`config.mk`:
```
export PLATFORM = sky130hd
export DESIGN_NAME = clk_div_monitor
export DESIGN_NICKNAME = d
export VERILOG_FILES = /design/src/rtl/clk_div_pkg.sv /design/src/rtl/clk_phase_runlen.sv /design/src/rtl/clk_div_monitor.sv
export SDC_FILE = /design/constraint.sdc
export NUM_CORES = 1
export LEC_CHECK = 0
export CORE_MARGIN = 10
export CORE_UTILIZATION = 53
export DETAILED_ROUTE_END_ITERATION = 6
export PLACE_DENSITY = 0.75
export SYNTH_ARGS = -nofsm -noshare
export SYNTH_HDL_FRONTEND = slang
export SYNTH_SLANG_ARGS = --single-unit
```
`constraint.sdc`:
```
create_clock -name clk -period 2.1 [get_ports clk]
set_input_delay 0.63 -clock clk [delete_from_list [all_inputs] [get_ports clk]]
set_output_delay 0.63 -clock clk [all_outputs]
set_load 0.01 [all_outputs]
```
`src/rtl/clk_div_pkg.sv`:
```
// Shared definitions for the fixed-ratio clock dividers and their phase monitor.
package clk_div_pkg;

    typedef enum logic [1:0] {
        ST_IDLE = 2'd0,
        ST_ACQ  = 2'd1,
        ST_MEAS = 2'd2
    } mon_state_e;

    localparam int DIV6_HIGH = 6;
    localparam int DIV6_LOW  = 6;

    function automatic logic [31:0] sat_inc(input logic [31:0] value, input logic [31:0] limit);
        return (value >= limit) ? limit : value + 32'd1;
    endfunction

endpackage

```
`src/rtl/clk_phase_runlen.sv`:
```
// Two-flop sampler of the divided clock with edge detect and a saturating
// run-length counter of how long the older sample has held its level.
module clk_phase_runlen
    import clk_div_pkg::*;
#(
    parameter int CNT_W = 8
) (
    input  logic             clk,
    input  logic             rst,
    input  logic             i_clr,
    input  logic             i_div,
    output logic             o_edge,
    output logic             o_level,
    output logic [CNT_W-1:0] o_run
);
    localparam logic [31:0] RUN_MAX = 32'((64'd1 << CNT_W) - 64'd1);

    logic             r_s_q;
    logic             r_s_qq;
    logic [CNT_W-1:0] r_run;
    logic             w_edge;

    assign w_edge = (r_s_q != r_s_qq);

    always_ff @(posedge clk or negedge rst) begin
        if (!rst) begin
            r_s_q  <= 1'b0;
            r_s_qq <= 1'b0;
            r_run  <= '0;
        end else begin
            r_s_q  <= i_div;
            r_s_qq <= r_s_q;
            if (i_clr) begin
                r_run <= '0;
            end else if (w_edge) begin
                r_run <= CNT_W'(1);
            end else begin
                r_run <= CNT_W'(sat_inc(32'(r_run), RUN_MAX));
            end
        end
    end

    assign o_edge  = w_edge;
    assign o_level = r_s_qq;
    assign o_run   = r_run;

endmodule

```
`src/rtl/clk_div_monitor.sv`:
```
// Checks every high/low phase of a same-domain divided clock against its
// expected length; reports lock, error pulse/sticky and last measured phases.
module clk_div_monitor
    import clk_div_pkg::*;
#(
    parameter int HIGH_CYC    = DIV6_HIGH,
    parameter int LOW_CYC     = DIV6_LOW,
    parameter int TOL         = 0,
    parameter int LOCK_PHASES = 8,
    parameter int CNT_W       = 8
) (
    input  logic             clk,
    input  logic             rst,
    input  logic             en,
    input  logic             div_in,
    input  logic             clr_err,
    output logic             locked,
    output logic             err_pulse,
    output logic             err_sticky,
    output logic [CNT_W-1:0] high_meas,
    output logic [CNT_W-1:0] low_meas
);
    localparam int GOOD_W = $clog2(LOCK_PHASES + 1);

    mon_state_e        r_state;
    mon_state_e        w_state_next;
    logic              w_edge;
    logic              w_level;
    logic              w_run_clr;
    logic [CNT_W-1:0]  w_run;
    int                w_run_i;
    int                w_exp;
    logic              w_in_tol;
    logic              w_check;
    logic              w_timeout;
    logic              w_err;
    logic [GOOD_W-1:0] w_good_inc;

    logic              r_to_fired;
    logic [GOOD_W-1:0] r_good;
    logic              r_locked;
    logic              r_err_pulse;
    logic              r_err_sticky;
    logic [CNT_W-1:0]  r_high_meas;
    logic [CNT_W-1:0]  r_low_meas;

    // Run length is meaningless outside acquisition/measurement, so hold it at 0.
    assign w_run_clr = !en || (r_state == ST_IDLE);

    clk_phase_runlen #(
        .CNT_W (CNT_W)
    ) u_runlen (
        .clk     (clk),
        .rst     (rst),
        .i_clr   (w_run_clr),
        .i_div   (div_in),
        .o_edge  (w_edge),
        .o_level (w_level),
        .o_run   (w_run)
    );

    always_ff @(posedge clk or negedge rst) begin
        if (!rst) begin
            r_state <= ST_IDLE;
        end else begin
            r_state <= w_state_next;
        end
    end

    always_comb begin
        w_state_next = r_state;
        if (!en) begin
            w_state_next = ST_IDLE;
        end else begin
            case (r_state)
                ST_IDLE: w_state_next = ST_ACQ;
                ST_ACQ:  if (w_edge) w_state_next = ST_MEAS;
                ST_MEAS: w_state_next = ST_MEAS;
                default: w_state_next = ST_IDLE;
            endcase
        end
    end

    always_comb begin
        w_run_i    = int'(w_run);
        w_exp      = w_level ? HIGH_CYC : LOW_CYC;
        w_in_tol   = (w_run_i >= w_exp - TOL) && (w_run_i <= w_exp + TOL);
        w_check    = en && (r_state == ST_MEAS) && w_edge;
        // Level has outlived its longest legal length; report it once per run.
        w_timeout  = en && (r_state == ST_MEAS) && !w_edge && !r_to_fired
                     && (w_run_i == w_exp + TOL + 1);
        w_err      = (w_check && !w_in_tol) || w_timeout;
        w_good_inc = GOOD_W'(sat_inc(32'(r_good), 32'(LOCK_PHASES)));
    end

    always_ff @(posedge clk or negedge rst) begin
        if (!rst) begin
            r_to_fired   <= 1'b0;
            r_good       <= '0;
            r_locked     <= 1'b0;
            r_err_pulse  <= 1'b0;
            r_err_sticky <= 1'b0;
            r_high_meas  <= '0;
            r_low_meas   <= '0;
        end else begin
            r_err_pulse <= w_err;

            if (!en || (r_state != ST_MEAS) || w_edge) begin
                r_to_fired <= 1'b0;
            end else if (w_timeout) begin
                r_to_fired <= 1'b1;
            end

            if (w_err) begin
                r_err_sticky <= 1'b1;
            end else if (clr_err) begin
                r_err_sticky <= 1'b0;
            end

            if (w_check) begin
                if (w_level) begin
                    r_high_meas <= w_run;
                end else begin
                    r_low_meas <= w_run;
                end
            end

            if (!en || (r_state == ST_IDLE) || w_err) begin
                r_good   <= '0;
                r_locked <= 1'b0;
            end else if (w_check) begin
                r_good <= w_good_inc;
                if (w_good_inc == GOOD_W'(LOCK_PHASES)) begin
                    r_locked <= 1'b1;
                end
            end
        end
    end

    assign locked     = r_locked;
    assign err_pulse  = r_err_pulse;
    assign err_sticky = r_err_sticky;
    assign high_meas  = r_high_meas;
    assign low_meas   = r_low_meas;

endmodule

```
; ---- Yosys cells after proc, flatten, opt, wreduce, memory -nomap -nowiden
; Cells that the tools add are included.
[classes]
reduce_logical = 24
addsub = 2
mux = 16
eq_ne = 7
order_cmp = 4
bitwise_logic = 1
[op_table]
columns = cell, n
row1 = $mux 8, 3
row2 = $mux 4, 3
row3 = $add 8x1->8 const B, 1
row4 = $eq 8x4->1 const B, 1
row5 = $ge 8x3->1 const B, 1
row6 = $ge 8x8->1 const B, 1
row7 = $le 8x3->1 const B, 1
row8 = $reduce_bool 2->1, 4
row9 = $logic_and 1x1->1, 7
row10 = $mux 1, 7
row11 = $pmux 2 s3, 1
row12 = $reduce_and 2->1, 3
row13 = $logic_or 1x1->1, 5
row14 = $add 4x1->4 const B, 1
row15 = $eq 4x4->1 const B, 1
row16 = $ge 4x4->1 const B, 1
row17 = $logic_not 1->1, 4
row18 = $mux 2, 2
row19 = $ne 3x3->1 const B, 1
row20 = $eq 2x1->1 const B, 1
row21 = $eq 2x2->1 const B, 1
row22 = $logic_not 2->1, 1
row23 = $ne 2x2->1 const B, 1
row24 = $ne 1x1->1, 1
row25 = $not 1->1, 1
[word_totals]
elab_cells = 65
in_bits = 5
regBits = 36

; ---- Depth between registers and ports, before layout
[depth]
ltp_word = 9
ltp_mapped = 6
mapped_depth_nobuf = 6

; ---- Cells and area by module
; A second synthesis with hierarchy kept.
[hier_totals]
cells_unflattened = 134
area_unflattened_um2 = 1631.6
[modules_own_cells]
columns = module, n_inst, cells_per_inst, seq_area_each_um2, area_each_um2
row1 = clk_div_monitor, 1, 92, 650.6, 1158.6
row2 = clk_phase_runlen, 1, 42, 250.2, 473.0

; ---- Least setup slack after synthesis
; No wires, ideal clock.
[synth_timing]
kind = input to register
start = input port en
end = register r_good[2]
setup_ns = 0.078
t_required_ns = 2.022
arrival_ns = 1.568
path_buffers = 1
path_stages = 4
setup_slack_ns = 0.454
path_cell_list = clkbuf_1 nand3_2 or4b_1 a21oi_1
[synth_via]
elab_chain_len = 7
elab_cells_between_ends = 12
classes_between = 1 x mux / 11 x reduce/logical
[synth_rtl]
columns = item, line
row1 = start: declaration, clk_div_monitor.sv:14  ; input logic en,
row2 = $logic_and 1x1->1, "clk_div_monitor.sv:88, clk_div_monitor.sv:90"
row3 = $logic_and 1x1->1 (2 in series), clk_div_monitor.sv:90  ; w_timeout = en && (r_state == ST_MEAS) && !w_edge && !r_to_fired
row4 = $logic_and 1x1->1, clk_div_monitor.sv:91  ; && (w_run_i == w_exp + TOL + 1);
row5 = $logic_or 1x1->1, clk_div_monitor.sv:92  ; w_err = (w_check && !w_in_tol) || w_timeout;
row6 = $logic_or 1x1->1, clk_div_monitor.sv:128  ; if (!en || (r_state == ST_IDLE) || w_err) begin
row7 = $mux 4 or $reduce_bool 2->1 (tied branches), -
row8 = end signal: assignment, clk_div_monitor.sv:132  ; r_good <= w_good_inc;
row9 = end: declaration, clk_div_monitor.sv:40  ; logic [GOOD_W-1:0] r_good;
; Parallel ways exist; a longest one is shown, timed or not.
; A chain may end at the register's enable or synchronous reset.

; ---- Worst setup path after layout
[layout_timing]
start = register r_locked (netlist: locked)
end = output port locked
[layout_rtl]
columns = item, line
row1 = start: declaration, clk_div_monitor.sv:41  ; logic r_locked;
row2 = start signal: assignment, clk_div_monitor.sv:100  ; r_locked <= 1'b0;
row3 = start signal: assignment, clk_div_monitor.sv:130  ; r_locked <= 1'b0;
row4 = start signal: assignment, clk_div_monitor.sv:134  ; r_locked <= 1'b1;
row5 = end: declaration, clk_div_monitor.sv:17  ; output logic locked,
; No word-level cell between the ends.

==> results.toml <==
[worst_setup_path]
crit_path_max_fanout = 2
cp_cell_sequence = "clkdlybuf4s50_1"
reg2reg_slack_ps = 350
start_kind = "register"
path_buf_inv = 1
r2r-start = "u_runlen.o_run[3]$_DFF_PN0_"
worstSetupPathType = "reg2out"
slowest_stage = "clkdlybuf4s50_1"
cp_slowest_stage_delay_ps = 540
crit_arrival_ps = 1260
reg2regPathDepth = 4
r2r_end = "r_good[1]$_DFFE_PN0P_"
endpoint_kind = "output port"
crit_required_ps = 1470
crit_family = "buffers and inverters"

[timing]
worst_slew_pin_slew_ps = 445
hold_viol_final = 0
finClkSkew_ps = 17.4
drv_slew = 0
min_period_ps = 1890
setup-violations-final = 0
max_freq_mhz = 528
rsz0062_at_grt = "no"
relSlewSlack_pct = 70.3
worst_slack_ps = 206
fin_crit_sh_pct = 90.2

[layout]
antenna_cells = 0
fin_nets = 183
areaGrowthSynthToFinish_pct = 22.0
fin_util_pct = 69.6
final_cells = 202
drive_above_1_share_pct = 17.5

[floorplanning]
die_x_um = 75.2
ios = 24
die_area_um2 = 5650
rows = 19
initial_core_util_pct = 57.0
coreArea_um2 = 2830
die_height_um = 75.2

[pwr]
power.switching_mw = 0.459
swShare_pct = 30.9
ir_drop_mv = 0.442
p_per_area_nw_per_um2 = 755
p_seq_share_pct = 53.5
p_comb_share_pct = 21.5
p_leak_nw = 0.913
p_int_mw = 1.03
clock_power_share_pct = 24.9

[run]
maxCapViolations = 0

[placement]
dpl.hpwl_um = 2330
post-place-cells = 194
dp_slack_ps = -4.14
place.gp.congestion = 0.816
port_buffers = 23

[clock_tree]
clk_pin_slew_ps = 120
postCtsHoldBufs = 0
cts.sinks = 36
clock_path_buffers = 2
clk-insertion-delay-late_ps = 340
cts_buffers = 5
cts_tree = "done"
htree_levels = 2
cts_setup_buffers = 0
ctsResizeCount = 0
cts_root_buffer = "clkbuf_4"

[routing]
avgRoutedWirePerCell_um = 15.8
totalWireLength_um = 3190
vias = 1144
drtIter0Drc = 77
firstDrtPassIters = 4
via_per_inst = 5.66
drtAntennaViolNets = 0
post-route-drc-count = 0

[global_route]
antenna_found_initial = 0
grt_max_degree = 37
first_global_vias = 1158
track_usage_pct = 12.6
grt_pass1_wl_um = 5480
gr-total-overflow = 0

[min_path]
min_from = "err_sticky$_DFFE_PN0P_"
holdPathEnd = "err_sticky$_DFFE_PN0P_"
whs_path_depth = 1
hold_class = "reg2reg"

[logic_synthesis]
syn-cell-area_um2 = 1610
yosys_warnings = 0
avgSynthCellArea_um2 = 11.8
ys_ff_latch = 36
async_reset_ff_share_pct = 100
ys_types = 33
synth_nets = 150
ys.flop_type = "dfrtp_1"
ys_seq_area_share_pct = 55.9
synth_edf_count = 0
syn_inst = 137

[run_status]
outcome = "completed"
## stage by stage
stage	power [mW]	area [um^2]	setup TNS, ps	hold WS [ps]
3_5_place_dp	1.13	1910	-4.14	468
6_report	1.49	1970	0	492
3_3_place_gp	1.11	1910	0	460
4_1_cts	1.49	1970	0	494
2_1_floorplan	0.986	1610	0	334
5_1_grt	1.58	1970	0	512
## power groups by stage
stage	clock [mW]	sequential (mW)	combinational (mW)
floorplan	0	0.813	0.173
global placement	0	0.800	0.307
detailed placement	0	0.808	0.323
global route	0.407	0.803	0.366
finish	0.371	0.796	0.320
CTS	0.372	0.794	0.324
## how the worst max path moves through the flow
stage                  startpoint                     to  slack, ps  cells after the start
2_1_floorplan                  en  r_good[2]$_DFFE_PN0P_        450                      4
4_1_cts        locked$_DFFE_PN0P_                 locked        190                      1
6_report       locked$_DFFE_PN0P_                 locked        210                      1
5_1_grt        locked$_DFFE_PN0P_                 locked        150                      1
3_3_place_gp                   en  r_good[2]$_DFFE_PN0P_         60                      4
3_5_place_dp                   en  r_good[1]$_DFFE_PN0P_         -4                      5
## sequential cells by signal, summed over array words and instances, names as in the netlist
name,cells
u_runlen.r_s_q,1
locked,1
r_to_fired,1
low_meas,8
r_state,2
u_runlen.o_run,8
u_runlen.o_level,1
err_pulse,1
err_sticky,1
high_meas,8
r_good,4
## cells in the final DEF (no fill, tap or decap)
| cell type | Yosys | final |
|---|---|---|
| a31oi_1 | 1 | 1 |
| or4b_1 | 1 | 1 |
| xnor2_1 | 3 | 3 |
| ha_1 | 8 | 8 |
| a22o_1 | 1 | 1 |
| nand4b_1 | 2 | 2 |
| xor2_2 | 1 | 1 |
| a221o_1 | 1 | 1 |
| or3_1 | 1 | 1 |
| a21o_1 | 1 | 1 |
| and3b_1 | 1 | 1 |
| clkbuf_4 | 0 | 5 |
| nor4b_1 | 1 | 1 |
| xor2_1 | 2 | 2 |
| clkdlybuf4s50_1 | 0 | 23 |
| nand2b_1 | 1 | 1 |
| nor3_1 | 3 | 3 |
| nand3_1 | 6 | 6 |
| nor4_1 | 1 | 1 |
| mux2i_1 | 1 | 1 |
| a21boi_0 | 2 | 2 |
| nand4_1 | 1 | 1 |
| clkinv_2 | 0 | 2 |
| mux2_2 | 14 | 14 |
| dfrtp_1 | 36 | 36 |
| or2_1 | 1 | 1 |
| a31o_2 | 1 | 1 |
| clkinv_4 | 0 | 1 |
| inv_1 | 7 | 7 |
| a21oi_1 | 10 | 10 |
| o21ai_0 | 4 | 4 |
| and2_1 | 1 | 1 |
| nand3_2 | 1 | 1 |
| nand2_1 | 8 | 8 |
| and3_1 | 3 | 3 |
| buf_4 | 0 | 5 |
| nor2_1 | 10 | 10 |
## synth_stat cells (3+ instances only)
library cell  number  area [um^2]
nor3_1             3         15.0
xnor2_1            3         26.3
a21oi_1           10         50.1
nand3_1            6         30.0
mux2_2            14          158
dfrtp_1           36          901
inv_1              7         26.3
nand2_1            8         30.0
and3_1             3         18.8
nor2_1            10         37.5
o21ai_0            4         20.0
ha_1               8          100
## kinds of logic after synthesis
| kind of cell | Yosys count | synth area share [%] |
|---|---|---|
| muxes | 15 | 10.4 |
| xor gates and xnor gates | 6 | 3.72 |
| and+or+nand+nor | 42 | 13.9 |
| AOI/OAI and AO/OA | 21 | 7.84 |
| adders and majority gates | 8 | 6.21 |
| DFF | 36 | 55.9 |
| buffers and inverters | 9 | 2.10 |
## routing by layer
layer / vias to the layer above / routed length, um / GRT usage (%)
met3: 7 / 242 / 5.26
li1: 548 / - / -
met2: 30 / 1480 / 19.3
met4: 0 / 53 / 5.36
met5: - / 0 / 0
met1: 559 / 1420 / 15.3
## cell type report
class / count / area (um^2)
flip-flops and latches: 36 / 901
clock buffers: 5 / 37.5
repair buffers: 28 / 268
well taps: 31 / 38.8
fillers: 211 / 861
clock inverters: 3 / 18.8
multi-input cells: 92 / 678
inverters: 7 / 26.3
(Power assumes the default switching activity.)
